==> src/rtl/i2c_txn_sequencer.sv <==
// I2C transaction sequencer: turns a {addr, wr_len, rd_len} descriptor into engine txfifo
// packets (START/address, payload, read slots, STOP) and streams read bytes back from the rxfifo.
module i2c_txn_sequencer #(
    parameter int LEN_W = 4
) (
    input  logic             clk,
    input  logic             rst,

    input  logic             req_valid,
    output logic             req_ready,
    input  logic [6:0]       req_addr,
    input  logic [LEN_W-1:0] req_wr_len,
    input  logic [LEN_W-1:0] req_rd_len,

    input  logic             wd_valid,
    output logic             wd_ready,
    input  logic [7:0]       wd_data,

    output logic             rd_valid,
    input  logic             rd_ready,
    output logic [7:0]       rd_data,

    output logic             busy,
    output logic             done,

    output logic             eng_wr_stb,
    output logic             eng_restart,
    output logic             eng_stop,
    output logic             eng_cdm,
    output logic [7:0]       eng_din,
    input  logic             eng_tx_full,

    output logic             eng_rd_stb,
    input  logic [7:0]       eng_dout,
    input  logic             eng_rx_empty
);

    typedef enum logic [2:0] {
        IDLE,
        ADDR_W,
        WDATA,
        ADDR_R,
        RSLOT,
        DRAIN
    } state_t;

    localparam logic [LEN_W-1:0] LEN_ONE = LEN_W'(1);

    state_t           state, state_nxt;
    logic [6:0]       addr_q;
    logic [LEN_W-1:0] wr_len_q, rd_len_q;
    logic [LEN_W-1:0] wr_cnt, slot_cnt, rd_cnt;
    logic             accept, probe, last_wr, last_slot, drain_exit;

    assign accept    = req_valid && req_ready;
    assign probe     = (wr_len_q == '0) && (rd_len_q == '0);
    assign last_wr   = (wr_cnt == LEN_ONE);
    assign last_slot = (slot_cnt == LEN_ONE);
    assign busy      = (state != IDLE);

    // The read-return path runs independently of the push states; it only pops bytes it asked for.
    assign eng_rd_stb = !eng_rx_empty && (rd_cnt != '0) && (!rd_valid || rd_ready);

    // NOTE: every output of this block is given a default first so no path leaves one unassigned,
    // which is what keeps synthesis from inferring latches.
    always_comb begin
        state_nxt   = state;
        req_ready   = 1'b0;
        wd_ready    = 1'b0;
        eng_wr_stb  = 1'b0;
        eng_restart = 1'b0;
        eng_stop    = 1'b0;
        eng_cdm     = 1'b0;
        eng_din     = 8'h00;
        drain_exit  = 1'b0;

        case (state)
            IDLE: begin
                req_ready = 1'b1;
                if (req_valid) begin
                    state_nxt = ((req_wr_len != '0) || (req_rd_len == '0)) ? ADDR_W : ADDR_R;
                end
            end
            ADDR_W: begin
                if (!eng_tx_full) begin
                    eng_wr_stb  = 1'b1;
                    eng_din     = {addr_q, 1'b0};
                    eng_cdm     = 1'b1;
                    eng_restart = 1'b1;
                    eng_stop    = probe;
                    state_nxt   = probe ? DRAIN : WDATA;
                end
            end
            WDATA: begin
                wd_ready = !eng_tx_full;
                if (wd_valid && !eng_tx_full) begin
                    eng_wr_stb = 1'b1;
                    eng_din    = wd_data;
                    eng_stop   = last_wr && (rd_len_q == '0);
                    if (last_wr) begin
                        state_nxt = (rd_len_q != '0) ? ADDR_R : DRAIN;
                    end
                end
            end
            ADDR_R: begin
                if (!eng_tx_full) begin
                    eng_wr_stb  = 1'b1;
                    eng_din     = {addr_q, 1'b1};
                    eng_cdm     = 1'b1;
                    eng_restart = 1'b1;
                    state_nxt   = RSLOT;
                end
            end
            RSLOT: begin
                if (!eng_tx_full) begin
                    eng_wr_stb = 1'b1;
                    eng_din    = 8'hFF;
                    eng_stop   = last_slot;
                    if (last_slot) begin
                        state_nxt = DRAIN;
                    end
                end
            end
            DRAIN: begin
                if ((rd_cnt == '0) && (!rd_valid || rd_ready)) begin
                    drain_exit = 1'b1;
                    state_nxt  = IDLE;
                end
            end
            default: state_nxt = IDLE;
        endcase
    end

    // NOTE: all state updates use non-blocking assignments so every register samples pre-edge values,
    // regardless of statement order inside this block.
    always_ff @(posedge clk or negedge rst) begin
        if (!rst) begin
            state    <= IDLE;
            addr_q   <= '0;
            wr_len_q <= '0;
            rd_len_q <= '0;
            wr_cnt   <= '0;
            slot_cnt <= '0;
            rd_cnt   <= '0;
            rd_valid <= 1'b0;
            rd_data  <= 8'h00;
            done     <= 1'b0;
        end else begin
            state <= state_nxt;
            done  <= drain_exit;

            if (accept) begin
                addr_q   <= req_addr;
                wr_len_q <= req_wr_len;
                rd_len_q <= req_rd_len;
                wr_cnt   <= req_wr_len;
                slot_cnt <= req_rd_len;
            end else begin
                if ((state == WDATA) && eng_wr_stb) wr_cnt   <= wr_cnt - LEN_ONE;
                if ((state == RSLOT) && eng_wr_stb) slot_cnt <= slot_cnt - LEN_ONE;
            end

            // Accept only happens in IDLE, where the outstanding count is already zero.
            if (accept) begin
                rd_cnt <= req_rd_len;
            end else if (eng_rd_stb) begin
                rd_cnt <= rd_cnt - LEN_ONE;
            end

            if (eng_rd_stb) begin
                rd_data  <= eng_dout;
                rd_valid <= 1'b1;
            end else if (rd_ready) begin
                rd_valid <= 1'b0;
            end
        end
    end

endmodule

==> config.mk <==
export PLATFORM = sky130hd
export DESIGN_NAME = i2c_txn_sequencer
export DESIGN_NICKNAME = d
export VERILOG_FILES = /design/src/rtl/i2c_txn_sequencer.sv
export SDC_FILE = /design/constraint.sdc
export NUM_CORES = 1
export LEC_CHECK = 0
export ABC_AREA = 1
export CAP_MARGIN = 20
export CORE_ASPECT_RATIO = 0.6
export CORE_MARGIN = 4
export CORE_UTILIZATION = 45
export DETAILED_ROUTE_END_ITERATION = 7
export GPL_TIMING_DRIVEN = 0
export PLACE_DENSITY_LB_ADDON = 0.2
export SLEW_MARGIN = 25
export SYNTH_ARGS = -nofsm -noshare
export SYNTH_HDL_FRONTEND = slang
export SYNTH_SLANG_ARGS = --single-unit
==> constraint.sdc <==
create_clock -name clk -period 2.67 [get_ports clk]
set_clock_uncertainty 0.15 [all_clocks]
set_input_delay 0.267 -clock clk [delete_from_list [all_inputs] [get_ports clk]]
set_output_delay 0.267 -clock clk [all_outputs]
set_load 0.05 [all_outputs]
==> impl_results.md, run 1 <==
- Top cells by area, synth: dfrtp_1 45%, nand2_1 21%, nand3_1 5.1%
- Asr flop ratio synth: 100%
- Die height: 62.6 µm
- Simple-gate share of the synthesized area: 37.8%
- DRC Markers: 0
- Pre-CTS setup slack: -0.0954 ns
- Setup crit end kind: primary output
- Fraction of layout cells with a size suffix above 1: 10.5%
- Most common cell after layout, fill and taps aside: nand2_1
- Power Density: 1170 nW/µm²
- Share of the synthesized area in the top cell type: 44.8%
- Postcts setup bufs: 0
- Filler cells: 421
- Critical Path Start Type: flop
- Root cell of the clock tree: clkbuf_8
- Yosys reg bits: 40
- CP Max Fanout: 9
- Cells after synthesis: 298
- Global-route wire length before repair: 9.58 mm
- Vias in the first global route: 1,992
- Main synth FF type: dfrtp_1
- Final hold vios: 0
- Final hold slack: 0.242 ns
- Critical R2R Capture: rd_cnt[3]
- Largest net degree at the start of global routing: 30
- Post-DP HPWL: 4.51 mm
- Post-synthesis compound-gate area fraction: 6.88%
- Worst Setup SP: state[2]
- CTS Buffer Depth: 2
- Adder-cell share of the synthesized area: 2.80%
- Max Cap Violations: 0
- Sequential cell area: 1000 µm²
- Power Total: 3.56 mW
- Clk Latency, worst-skew pair: 0.28 ns
- Vias per Instance: 4.87
- GRT met3 Usage: 6.13%
- Achievable Freq: 398 MHz
- Avg Inst Size Synth: 7.50 µm²
- GRT overflow: 0
- Setup violators final: 0
- Leak: 1.59 nW
- Post-Place Cells: 425
- M1 GR Usage: 27.7%
- Row count: 19
- Worst Setup EP: eng_din[1]
- Fin cells: 434
- CTS tree: done
- Slew Viols, Final: 0
- Post-synthesis mux area share: 0%
- Synth area leader: dfrtp_1
- Mapped Area: 2240 µm²
- Outcome: completed
- Synth unique cells: 29
- Starting Density: 47.7%
- Io pins: 64
- Slew margin rel.: 66.2%
- Nets: 413
- CP required: 2.25 ns
- Average wire per cell in the routed design: 13.2 µm
- Area occupied by multi-input gates: 1080 µm²
- Fin crit period: 2.52 ns
- Worst VDD drop: 0.000625 V
- Clock transition at path regs: 0.07 ns
- RR Startpoint: rd_cnt[0]
- H-tree levels: 2
- Antenna Nets Post-Route: 0
- Detailed Routing Iterations Pass 1: 5
- Sequential element share of the synthesized area: 44.8%
- N_diodes: 0
- Post-synth EDFFs: 0
- Initial antenna violation count: 0
- Die ar.: 6200 µm²
- RSZ-0062 raised after global routing: no
- Chip width: 99 µm
- Area delta synth->final: 36.7%
- Largest family of logic cells by synthesized area: simple AND/OR/NAND/NOR gates
- YS warnings: 0
- Most frequent cells in the layout: 125 x nand2_1, 49 x clkdlybuf4s50_1, 40 x dfrtp_1, 25 x nor2_1, 23 x nand3_1
- Total GRT Usage: 19.0%
- Worst min-delay path class: in -> async
- Synth Area in XOR/XNOR: 0.783%
- GRT met2 Usage: 27.8%
- Most utilized layer in the global route result: met2
- Net count after synthesis: 341
- Via Count: 2,113
- R2r setup slk: 0.96 ns
- CP Class: reg -> out
- Core box area: 4680 µm²
- Util after Layout: 65.2%
- CTS Buf Count: 5
- Slew @ Worst Pin: 0.506 ns
- Setup slack after layout: 0.155 ns
- DRT iter0 DRCs: 120
- CTS Sinks: 40
- Port Buffers: 63
- R2r worst-path depth: 7
- CP arrival: 2.10 ns
- Final clock period utilization by the worst path: 94.2%
- Final WL: 5.73 mm
- Placer Congestion: 0.981
## through the flow
step                      instance area, µm²  TNS [ns]
final                                   3060         0
after detailed placement                2960    -0.695
after CTS                               3050         0
after floorplan                         2240         0
after global routing                    3060         0
after global placement                  2950    -0.469
## worst max-delay path, cell delays in order, from the launching register on
cell	delay [ns]
dfrtp_1	0.42
inv_2	0.13
nand2_1	0.13
nor2_2	0.38
nand2_1	0.12
nand3_1	0.10
dlygate4sd2_1	0.53
## state kept, by name, indices dropped and copies added, names as in the netlist
| signal | flops |
|---|---|
| rd_len_q | 4 |
| wr_len_q | 4 |
| done | 1 |
| rd_valid | 1 |
| addr_q | 7 |
| rd_data | 8 |
| wr_cnt | 4 |
| rd_cnt | 4 |
| state | 3 |
| slot_cnt | 4 |
## cells in the mapped netlist, types with 2 or more instances
| cell type | instances |
|---|---|
| nor2_4 | 2 |
| o21ai_2 | 6 |
| dfrtp_1 | 40 |
| buf_2 | 2 |
| nand2_1 | 125 |
| o21ai_1 | 7 |
| inv_1 | 22 |
| nor2_2 | 2 |
| nand2_2 | 7 |
| buf_6 | 2 |
| nand4_1 | 5 |
| nand2_4 | 2 |
| buf_4 | 2 |
| a31oi_1 | 2 |
| inv_2 | 3 |
| o21ai_0 | 3 |
| nand3_1 | 23 |
| nor2_1 | 25 |
| o211ai_1 | 4 |
| ha_1 | 5 |
## cell type report
type	instances	share of cell area, %
Timing Repair Buffer	65	21.3
Clock buffer	8	2.95
Sequential cell	40	32.8
Inverter	27	3.40
Buffer	7	1.68
Multi-Input combinational cell	224	35.3
Tap cell	63	2.58
## cells by family after synthesis
group | after synthesis
adders and majority gates | 5
AOI/OAI and AO/OA | 23
DFF | 40
buffers and inverters | 34
xor gates and xnor gates | 2
and+or+nand+nor | 194
## how the worst min path moves through the flow
stage | slack, ns | cells past startpoint | endpoint
2_1_floorplan | -0.18 | 0 | addr_q[0]
3_3_place_gp | 0.31 | 2 | addr_q[4]
3_5_place_dp | 0.02 | 1 | wr_cnt[1]
4_1_cts | 0.25 | 2 | wr_cnt[1]
5_1_grt | 0.27 | 2 | wr_cnt[1]
6_report | 0.24 | 2 | wr_cnt[1]
## power breakdown
part	switching, mW	internal, mW	total (mW)
Clock	0.197	0.211	0.408
Combinational	1.38	0.712	2.10
Sequential	0.176	0.883	1.06
Total	1.76	1.81	3.56
## per-layer routing
layer  routed length, µm  share of wire [%]
met4                  44               0.77
met2                2450                 43
met1                2790                 49
met3                 442                7.7
met5                   0                  0
## timing repair
action | in CTS | in global routing
endpoints found under the hold margin | 11 | 0
gates resized for setup | 11 | 5
hold buffers | 1 | 0
setup endpoints to repair | 11 | 5
No activity file was read; power rests on OpenSTA's default activity.
==> inputs of run 2 (changes only) <==
--- a/config.mk
+++ b/config.mk
@@ -9,7 +9,7 @@
 export CAP_MARGIN = 20
 export CORE_ASPECT_RATIO = 0.6
 export CORE_MARGIN = 4
-export CORE_UTILIZATION = 45
+export CORE_UTILIZATION = 51
 export DETAILED_ROUTE_END_ITERATION = 7
 export GPL_TIMING_DRIVEN = 0
 export PLACE_DENSITY_LB_ADDON = 0.2
==> run 2 against run 1 <==
Cell area shrank 0.53%. Die area shrank 11%. Global-route usage grew 2.7 points. Combinational power is essentially flat. Final cell count shrank 0.92%. Worst setup slack gained 0.024 ns. Sequential power is essentially flat. Critical endpoint is now eng_stop. Hold slack lost 0.019 ns. Via count grew 0.76%.
==> impl_results.md, run 2 (synthesis gave the netlist of run 1 again) <==
- Root cell of the clock tree: clkbuf_8
- Port Buffers: 63 (unchanged)
- Slew Viols, Final: 0 (unchanged)
- Max FFs per register: 8 (unchanged)
- Die height: 59.3 µm (-5.3%)
- DRC Markers: 0 (unchanged)
- Largest registers: rd_data: 8 flops, addr_q: 7 flops
- Dpl cell area: 2960 µm² (-0.13%)
- Post-DP HPWL: 4.32 mm (-4.1%)
- Setup violators final: 0 (unchanged)
- CP arrival: 2.07 ns (-0.03 ns)
- Achievable Freq: 401 MHz (+0.96%)
- Pre-CTS setup slack: -0.0827 ns (+0.0127 ns)
- CTS Buf Count: 5 (unchanged)
- Initial antenna violation count: 0 (unchanged)
- CTS tree: done
- Setup slack after layout: 0.179 ns (+0.0240 ns)
- Total GRT Usage: 21.6% (+2.7 points)
- DRT iter0 DRCs: 177 (+48%)
- Setup crit end kind: primary output
- Worst min-delay path class: in -> async
- Detailed Routing Iterations Pass 1: 4 (-1)
- Vias in the first global route: 1,956 (-1.8%)
- Vias per Instance: 4.95 (+1.7%)
- N_diodes: 0 (unchanged)
- Slew @ Worst Pin: 0.551 ns (+0.0453 ns)
- Final hold vios: 0 (unchanged)
- Antenna Nets Post-Route: 0 (unchanged)
- Io pins: 64 (unchanged)
- Worst VDD drop: 0.000721 V (+15%)
- H-tree levels: 2 (unchanged)
- Final clock period utilization by the worst path: 93.3% (-0.90 points)
- Reg with most FFs: rd_data
- Area occupied by multi-input gates: 1080 µm² (unchanged)
- Outcome: completed
- Post-Place Cells: 422 (-0.71%)
- Placer Congestion: 0.941 (-4.1%)
- Core box area: 4170 µm² (-11%)
- Largest net degree at the start of global routing: 31 (+3.3%)
- Fin cells: 430 (-0.92%)
- Filler cells: 319 (-24%)
- Fin crit period: 2.49 ns (-0.0240 ns)
- RSZ-0062 raised after global routing: no
- Clock transition at path regs: 0.07 ns (about the same)
- Final Instance Area: 3040 µm² (-0.53%)
- GRT overflow: 0 (unchanged)
- Most frequent cells in the layout: 125 x nand2_1, 49 x clkdlybuf4s50_1, 40 x dfrtp_1, 25 x nor2_1, 23 x nand3_1
- Nets: 413 (unchanged)
- Die ar.: 5540 µm² (-11%)
- Fraction of layout cells with a size suffix above 1: 10.5% (+0.028 points)
- CP Class: reg -> out
- Starting Density: 53.7% (+5.9 points)
- CTS Sinks: 40 (unchanged)
- Via Count: 2,129 (+0.76%)
- Final WL: 5.62 mm (-1.9%)
- Average wire per cell in the routed design: 13.1 µm (-0.97%)
- Chip width: 93.5 µm (-5.6%)
- CP Max Fanout: 9 (unchanged)
- Area delta synth->final: 35.9%
- CTS Buffer Depth: 2 (unchanged)
- R2r setup slk: 0.93 ns (-0.03 ns)
- CP required: 2.25 ns (about the same)
- Sequential cell area: 1000 µm² (unchanged)
- Clk Latency, worst-skew pair: 0.29 ns (about the same)
- Max Cap Violations: 0 (unchanged)
- Row count: 18 (-1)
- Slew margin rel.: 63.1% (-3.0 points)
- Leak: 1.58 nW (-0.25%)
- Most common cell after layout, fill and taps aside: nand2_1
- Critical Path Start Type: flop
- Power Density: 1170 nW/µm² (about the same)
- Global-route wire length before repair: 9.23 mm (-3.6%)
[run 2: worst max-delay path: stages, from the launching register on]
cell           delay [ns]
dfrtp_1              0.49
inv_1                0.12
nand2_1              0.05
nor2_1               0.16
nand2_2              0.19
o211ai_1             0.22
dlygate4sd2_1        0.56
[run 2: final cells by class]
type	count	area share [%]
repair buffers	65	21.4
well taps	60	2.47
clock buffers	6	2.39
multi-input cells	224	35.5
clock inverters	1	0.165
flip-flops and latches	40	32.9
plain buffers	7	1.69
inverters	27	3.42
[run 2: layer usage]
layer	share of wire (%)	up-vias	track usage [%]
met5	0	-	0
met4	0.91	0	5.64
met3	7.4	7	4.95
met2	44	76	32.6
met1	47	963	31.6
li1	-	1083	-
[run 2: final timing paths]
check,endpoint,cells past startpoint,start
hold / removal,wr_cnt[1],2,rst
max in group asynchronous,slot_cnt[3],3,rst
min in group clk,addr_q[2],2,addr_q[2]
setup reg to reg,rd_cnt[3],7,rd_cnt[0]
setup / recovery,eng_stop,6,state[1]
hold reg to reg,addr_q[2],2,addr_q[2]
[run 2: where the power goes]
part	switching (mW)	internal, mW
clock network	0.202	0.178
registers	0.177	0.882
logic	1.39	0.715
[run 2: stage by stage]
stage	util, %	TNS, ns	power, mW	hold slack [ns]
after floorplan	-	0	2.58	-0.179
after global placement	70.6	-0.396	3.13	0.304
after detailed placement	71.0	-0.446	3.19	0.00787
after CTS	72.7	0	3.55	0.231
after global routing	72.9	0	3.82	0.242
final	72.9	0	3.54	0.223
[run 2: repair_timing]
action / 4_1_cts / 5_1_grt
hold buffers: 1 / 0
endpoints found under the setup margin: 11 / 5
buffers inserted: 0 / 0
gates cloned: 0 / 0
pin swaps: 0 / 0
gates resized for setup: 11 / 5
endpoints found under the hold margin: 40 / 0
